**config.mk**
```make
export PLATFORM = sky130hd
export DESIGN_NAME = controle_vez_jogador
export DESIGN_NICKNAME = d
export VERILOG_FILES = /design/src/rtl/controle_vez_jogador.sv
export SDC_FILE = /design/constraint.sdc
export NUM_CORES = 1
export LEC_CHECK = 0
export CAP_MARGIN = 40
export CORE_MARGIN = 2
export CORE_UTILIZATION = 55
export DETAILED_ROUTE_END_ITERATION = 10
export PLACE_DENSITY = 0.77
export SETUP_SLACK_MARGIN = 0.5
export SKIP_LAST_GASP = 1
export SLEW_MARGIN = 20
export SYNTH_ARGS = -nofsm -noshare
export SYNTH_HDL_FRONTEND = slang
export SYNTH_SLANG_ARGS = --single-unit
```
**constraint.sdc**
```tcl
create_clock -name clock -period 2.09 [get_ports clock]
set_input_delay 0.209 -clock clock [delete_from_list [all_inputs] [get_ports clock]]
set_output_delay 0.209 -clock clock [all_outputs]
set_load 0.02 [all_outputs]
```
**src/rtl/controle_vez_jogador.sv**
```systemverilog
// Turn controller for tic-tac-toe: whose turn it is, move count, per-turn timeout.
// Optional macro ALTERNA_INICIO_EN alternates the starting player between games.
//
// state  | meaning
// OCIOSO | no game running, display dash
// VEZ1   | waiting for player 1 to move
// VEZ2   | waiting for player 2 to move
// ERRO   | turn timed out, waiting for reconhece
// FIM    | game over, display holds the last mover
module controle_vez_jogador #(
    parameter int TIMEOUT = 5000,
    parameter int CW      = 16
) (
    input  logic       clock,
    input  logic       reset,
    input  logic       iniciar,
    input  logic       jogada,
    input  logic       fim_jogo,
    input  logic       reconhece,
    output logic [1:0] jogador,
    output logic       timeout,
    output logic       vez_ativa,
    output logic [3:0] jogadas
);

    typedef enum logic [2:0] {OCIOSO, VEZ1, VEZ2, ERRO, FIM} estado_t;

    estado_t       estado, prox_estado, estado_inicial;
    logic [CW-1:0] contador, prox_contador;
    logic [3:0]    prox_jogadas;
    logic [1:0]    prox_jogador;

`ifdef ALTERNA_INICIO_EN
    logic primeiro;
    logic inicio_aceito;

    assign inicio_aceito  = iniciar && (estado != ERRO);
    assign estado_inicial = primeiro ? VEZ2 : VEZ1;

    always_ff @(posedge clock or negedge reset) begin
        if (!reset)
            primeiro <= 1'b0;
        else if (inicio_aceito)
            primeiro <= ~primeiro;
    end
`else
    assign estado_inicial = VEZ1;
`endif

    always_ff @(posedge clock or negedge reset) begin
        if (!reset) begin
            estado    <= OCIOSO;
            contador  <= '0;
            jogadas   <= 4'd0;
            jogador   <= 2'b00;
            timeout   <= 1'b0;
            vez_ativa <= 1'b0;
        end else begin
            estado    <= prox_estado;
            contador  <= prox_contador;
            jogadas   <= prox_jogadas;
            jogador   <= prox_jogador;
            timeout   <= (prox_estado == ERRO) && (estado != ERRO);
            vez_ativa <= (prox_estado == VEZ1) || (prox_estado == VEZ2);
        end
    end

    // Counter only survives a cycle when we stay in the same VEZ with no move.
    always_comb begin
        prox_estado   = estado;
        prox_contador = '0;
        prox_jogadas  = jogadas;
        case (estado)
            OCIOSO, FIM: begin
                if (iniciar) begin
                    prox_estado  = estado_inicial;
                    prox_jogadas = 4'd0;
                end
            end
            VEZ1, VEZ2: begin
                if (iniciar) begin
                    prox_estado  = estado_inicial;
                    prox_jogadas = 4'd0;
                end else if (jogada) begin
                    prox_jogadas = jogadas + 4'd1;
                    if (fim_jogo || (jogadas == 4'd8))
                        prox_estado = FIM;
                    else
                        prox_estado = (estado == VEZ1) ? VEZ2 : VEZ1;
                end else if (fim_jogo) begin
                    prox_estado = FIM;
                end else if (contador == CW'(TIMEOUT - 1)) begin
                    prox_estado = ERRO;
                end else begin
                    prox_contador = contador + CW'(1);
                end
            end
            ERRO: begin
                if (reconhece) begin
                    prox_estado  = OCIOSO;
                    prox_jogadas = 4'd0;
                end
            end
            default: prox_estado = OCIOSO;
        endcase
    end

    // FIM is only reached from a VEZ, so the current code is the last mover.
    always_comb begin
        prox_jogador = jogador;
        case (prox_estado)
            OCIOSO:  prox_jogador = 2'b00;
            VEZ1:    prox_jogador = 2'b01;
            VEZ2:    prox_jogador = 2'b10;
            ERRO:    prox_jogador = 2'b11;
            default: prox_jogador = jogador;
        endcase
    end

endmodule

```
Word level (Yosys, flattened, before mapping). Index checks and enable logic that the tools add are counted.

Bits in registers: 27. Input bits: 6. Word-level logic and storage cells: 51.

Add/sub/neg operators: 2. Equality and inequality tests: 13. Mux-type cells: 20. Reductions and logical operators: 10.

Operators with widths (count): $mux 16 (5); $mux 3 (7); $add 16x1->16 const B (1); $eq 16x13->1 const B (1); $mux 4 (4); $eq 3x2->1 const B (4); $pmux 4 s3 (1); $pmux 3 s3 (1); $pmux 2 s4 (1); $eq 3x1->1 const B (2); $logic_not 3->1 (2); $add 4x1->4 const B (1); $eq 4x4->1 const B (1); $ne 2x2->1 const B (2); $reduce_and 4->1 (1); $reduce_bool 4->1 (1); $reduce_or 2->1 (2); $eq 3x3->1 const B (1); $ne 3x2->1 const B (1); $ne 3x3->1 const B (1); $reduce_bool 3->1 (1); $logic_or 1x1->1 (2); $mux 2 (1); $logic_and 1x1->1 (1).

Logic depth before layout (Yosys ltp).
Depth after elaboration: 8. Gate-level depth with buffers: 7. Mapped depth without buffers: 7.

Worst setup path after synthesis. No wires, ideal clock.

Path kind: reg-to-reg. From: register contador[5]. To: register contador[6]. Setup time: 0.119 ns. Arrival time: 1.625 ns. Path slack: 0.347 ns. Cell stages (with the launch flop): 6. Clock period less this slack: 1.743 ns. Cells stage by stage: dfrtp_1 or4_4 nor4_4 nand3b_2 buf_4 nor2_1.

Word-level cells in the longest chain between the ends: 6.

RTL lines: from (decl) (RTL line 29) `logic [CW-1:0] contador, prox_contador;`; from (signal assigned) (RTL line 60) `contador <= prox_contador;`; $add 16x1->16 / $eq 16x13->1 (equally long branches) (RTL line 95, 92); $mux 16 (*) (RTL line 92) `end else if (contador == CW'(TIMEOUT - 1)) begin`; $mux 16 (*) (RTL line 90) `end else if (fim_jogo) begin`; $mux 16 (*) (RTL line 84) `end else if (jogada) begin`; $mux 16 (*) (RTL line 81) `if (iniciar) begin`; $mux 16 (*) (RTL line 73) `case (estado)`; via prox_contador[6] (RTL line 29).

Mark *: on every way through the listed nets, which the timed path passes. The rest lies on a longest branch. A chain may end at the register's enable or synchronous reset.

Final worst setup path.
From: register contador[6]. To: register vez_ativa.

Word-level cells in the longest chain between the ends: 8.

RTL lines: $eq 16x13->1 (*) (RTL line 92); $mux 3 (*) (RTL line 92); $mux 3 (*) (RTL line 90); $mux 3 (*) (RTL line 84); $mux 3 (*) (RTL line 81); $pmux 3 s3 (*) (RTL line 73); via prox_estado[0] (RTL line 28) `estado_t estado, prox_estado, estado_inicial;`; $eq 3x1->1 / $eq 3x2->1 (equally long branches) (RTL line 64) `vez_ativa <= (prox_estado == VEZ1) || (prox_estado == VEZ2);`; $logic_or 1x1->1 (*) (RTL line 64); to (signal assigned) (RTL line 64); to (decl) (RTL line 22) `output logic vez_ativa,`.

Marked as above.

==> flow_summary.toml <==
[cells_and_area]
fillers = 178
final_cell_mix = "dfrtp_1 (23), nor2_1 (21), buf_4 (14), xor2_1 (12), nand3_1 (10)"
nets = 179
regArea_um2 = 681
mostFrequentLayoutCell = "dfrtp_1"
drive_gt1_share_pct = 23.7
multi_input_area_um2 = 739
num_antenna_cells = 0
area_growth_pct = 25.7

[cts]
cts_buffers = 3
clock-sinks = 27
hold_buffers = 0
cts_buffer_depth = 2
clk_pin_slew_ns = 0.15
clock_latency_ns = 0.32
root_buffer = "clkbuf_4"
cts_tree = "done"
htree_levels = 1

[synthesis]
synth_nets = 151
syn_avg_cell_area_um2 = 9.95
synth_area_mm2 = 0.00141
yosysTopAreaCell = "dfrtp_1"
ys_types = 37
synth_top_cell_area_share_pct = 47.8
synth_edf_count = 0
seq_area_frac_synth_pct = 47.8
ys_warn_count = 0
async_flop_share_pct = 100
synth-seq-cells = 27
synth_cells = 142
synth_top_cells_by_area = "dfrtp_1 (48%), xor2_1 (7.4%), nor2_1 (5.6%), nand3_1 (3.5%), xnor2_1 (3.1%)"
ys_dominant_reg_cell = "dfrtp_1"

[sta]
rsz0062_at_grt = "true"
fin_ws_ns = 0.317
worst_slew_pin_slew_ns = 0.494
finalHoldViolations = 0
slew_headroom_pct = 66.8
drv_slew = 0
setup_violations = 0
setup_tns_ns = 0
min_period_over_period_pct = 84.8
min_period_ns = 1.77
max_freq_mhz = 564
skew_ns = 0.00842

[placement]
post-place-ws_ns = 0.231
post-dp-hpwl_um = 1910
gp_congestion = 0.806
io_buffer_count = 13

[drt]
wire_per_inst_um = 15.0
drt_iter0_markers = 28
wirelength_um = 2990
routed_via_density = 5.70
first_pass_iters = 4
vias = 1135
ant_nets = 0
route.detailed.drc = 0

[pwr]
internal-power_mw = 0.741
power_frac_comb_pct = 23.6
ir_worst_vdd_uv = 453
leakage_nw = 0.840
p_seq_share_pct = 55.2
switching_share_pct = 29.0
p_total_mw = 1.04
p_sw_mw = 0.302
clkPwrFrac_pct = 21.2
powerDensity_mw_per_mm2 = 587

[setup_path]
critPathLaunchType = "register"
startpoint = "contador[6]"
end_kind = "register"
critical_path_peak_fanout = 4
r2r_end = "vez_ativa"
reg2reg_slack_ns = 0.32
crit_end = "vez_ativa"
worstSetupPathType = "register to register"
required_ns = 2.35
cp_data_arrival_time_ns = 2.03
r2r-start = "contador[6]"
reg2reg_depth = 5

[floorplan]
io_pins = 14
row_count = 18
start_util_pct = 57.5
die_y_um = 54.7
coreArea_mm2 = 0.00245
die_area_mm2 = 0.00299
dieWidth_um = 54.7

[global_route]
grt_pass1_vias = 1044
grt_overflow = 0
grt_max_degree = 28
grt_pass1_wl_um = 4520
grt_usage_pct = 21.1
antenna_found_initial = 0

[run]
maxCapViolCount = 0

[status]
outcome = "finished, final reports clean"

[worst_hold_path]
hold_path.class = "primary input to asynchronous set/reset pin"
-- synthesized netlist by cell type, types with 2 or more instances --
| cell | number |
|---|---|
| nand4_1 | 2 |
| a21oi_1 | 4 |
| o31ai_1 | 2 |
| o311a_1 | 2 |
| ha_1 | 3 |
| o21ai_0 | 5 |
| nand2_1 | 8 |
| buf_2 | 3 |
| dfrtp_1 | 27 |
| nor2_1 | 21 |
| xor2_1 | 12 |
| o221ai_1 | 2 |
| or3_1 | 3 |
| and3_1 | 2 |
| nand3_1 | 10 |
| a21o_1 | 2 |
| nor3_1 | 4 |
| xnor2_1 | 5 |
| nor3b_1 | 2 |
| inv_1 | 6 |
-- worst max-delay path, stage by stage, from the launching register on --
cell and delay (ns):
dfrtp_1 0.41, or4_4 0.55, nor4_4 0.28, o221ai_1 0.16
nand2_1 0.16, xor2_1 0.15
-- power by group through the flow --
stage | logic (mW) | clock network (mW) | registers (mW)
finish | 0.246 | 0.222 | 0.575
global route | 0.265 | 0.245 | 0.580
CTS | 0.225 | 0.224 | 0.573
detailed placement | 0.179 | 0 | 0.592
floorplan | 0.101 | 0 | 0.594
global placement | 0.172 | 0 | 0.589
-- per-layer routing --
layer	GRT usage, %	vias to the layer above	part of all wire, %
met5	0	-	0
met4	6.67	0	1.9
met3	3.55	6	2.8
met2	38.3	22	52
met1	25.0	557	44
li1	-	550	-
-- how the worst min path moves through the flow --
stage / start / to / slack [ns] / cells past startpoint
3_5_place_dp: contador[0] / contador[0] / 0.49 / 1
4_1_cts: reset / contador[1] / 0.25 / 2
6_report: reset / contador[2] / 0.23 / 2
5_1_grt: reset / contador[2] / 0.25 / 2
3_3_place_gp: jogador[0] / jogador[0] / 0.46 / 1
2_1_floorplan: reset / contador[0] / -0.09 / 0
-- area by class of cell --
type,instances,area share (%)
multi-input combinational,104,41.6
sequential,27,38.3
timing repair buffer,28,15.1
tap,30,2.11
clock buffer,3,1.27
inverter,6,1.27
clock inverter,1,0.282
-- cell families after synthesis --
family	share of synthesized area [%]
AND/OR/NAND/NOR	25.3
flip-flops	47.8
AO/OA/AOI/OAI	9.39
XOR/XNOR	10.5
buffers and inverters	3.54
adder cells (fa/ha/maj)	3.37
-- state kept, by name, summed over array words and instances (netlist names) --
register   flops
jogadas        4
jogador        2
contador      16
vez_ativa      1
estado         3
timeout        1
-- per-stage QoR --
step	area, um2	util (%)	std cells	hold slack (ns)
CTS	1700	69.3	196	0.246
global placement	1570	64.1	181	0.460
detailed placement	1570	64.1	181	0.486
global route	1780	72.3	199	0.252
floorplan	1430	-	142	-0.0866
finish	1780	72.3	199	0.232
-- what timing repair did --
action / CTS / global route
setup endpoints to repair: 25 / 30
endpoints found under the hold margin: 0 / 0
pin swaps: 6 / 2
buffers inserted: 11 / 3
gates resized for setup: 4 / 13
(Power assumes the default switching activity.)
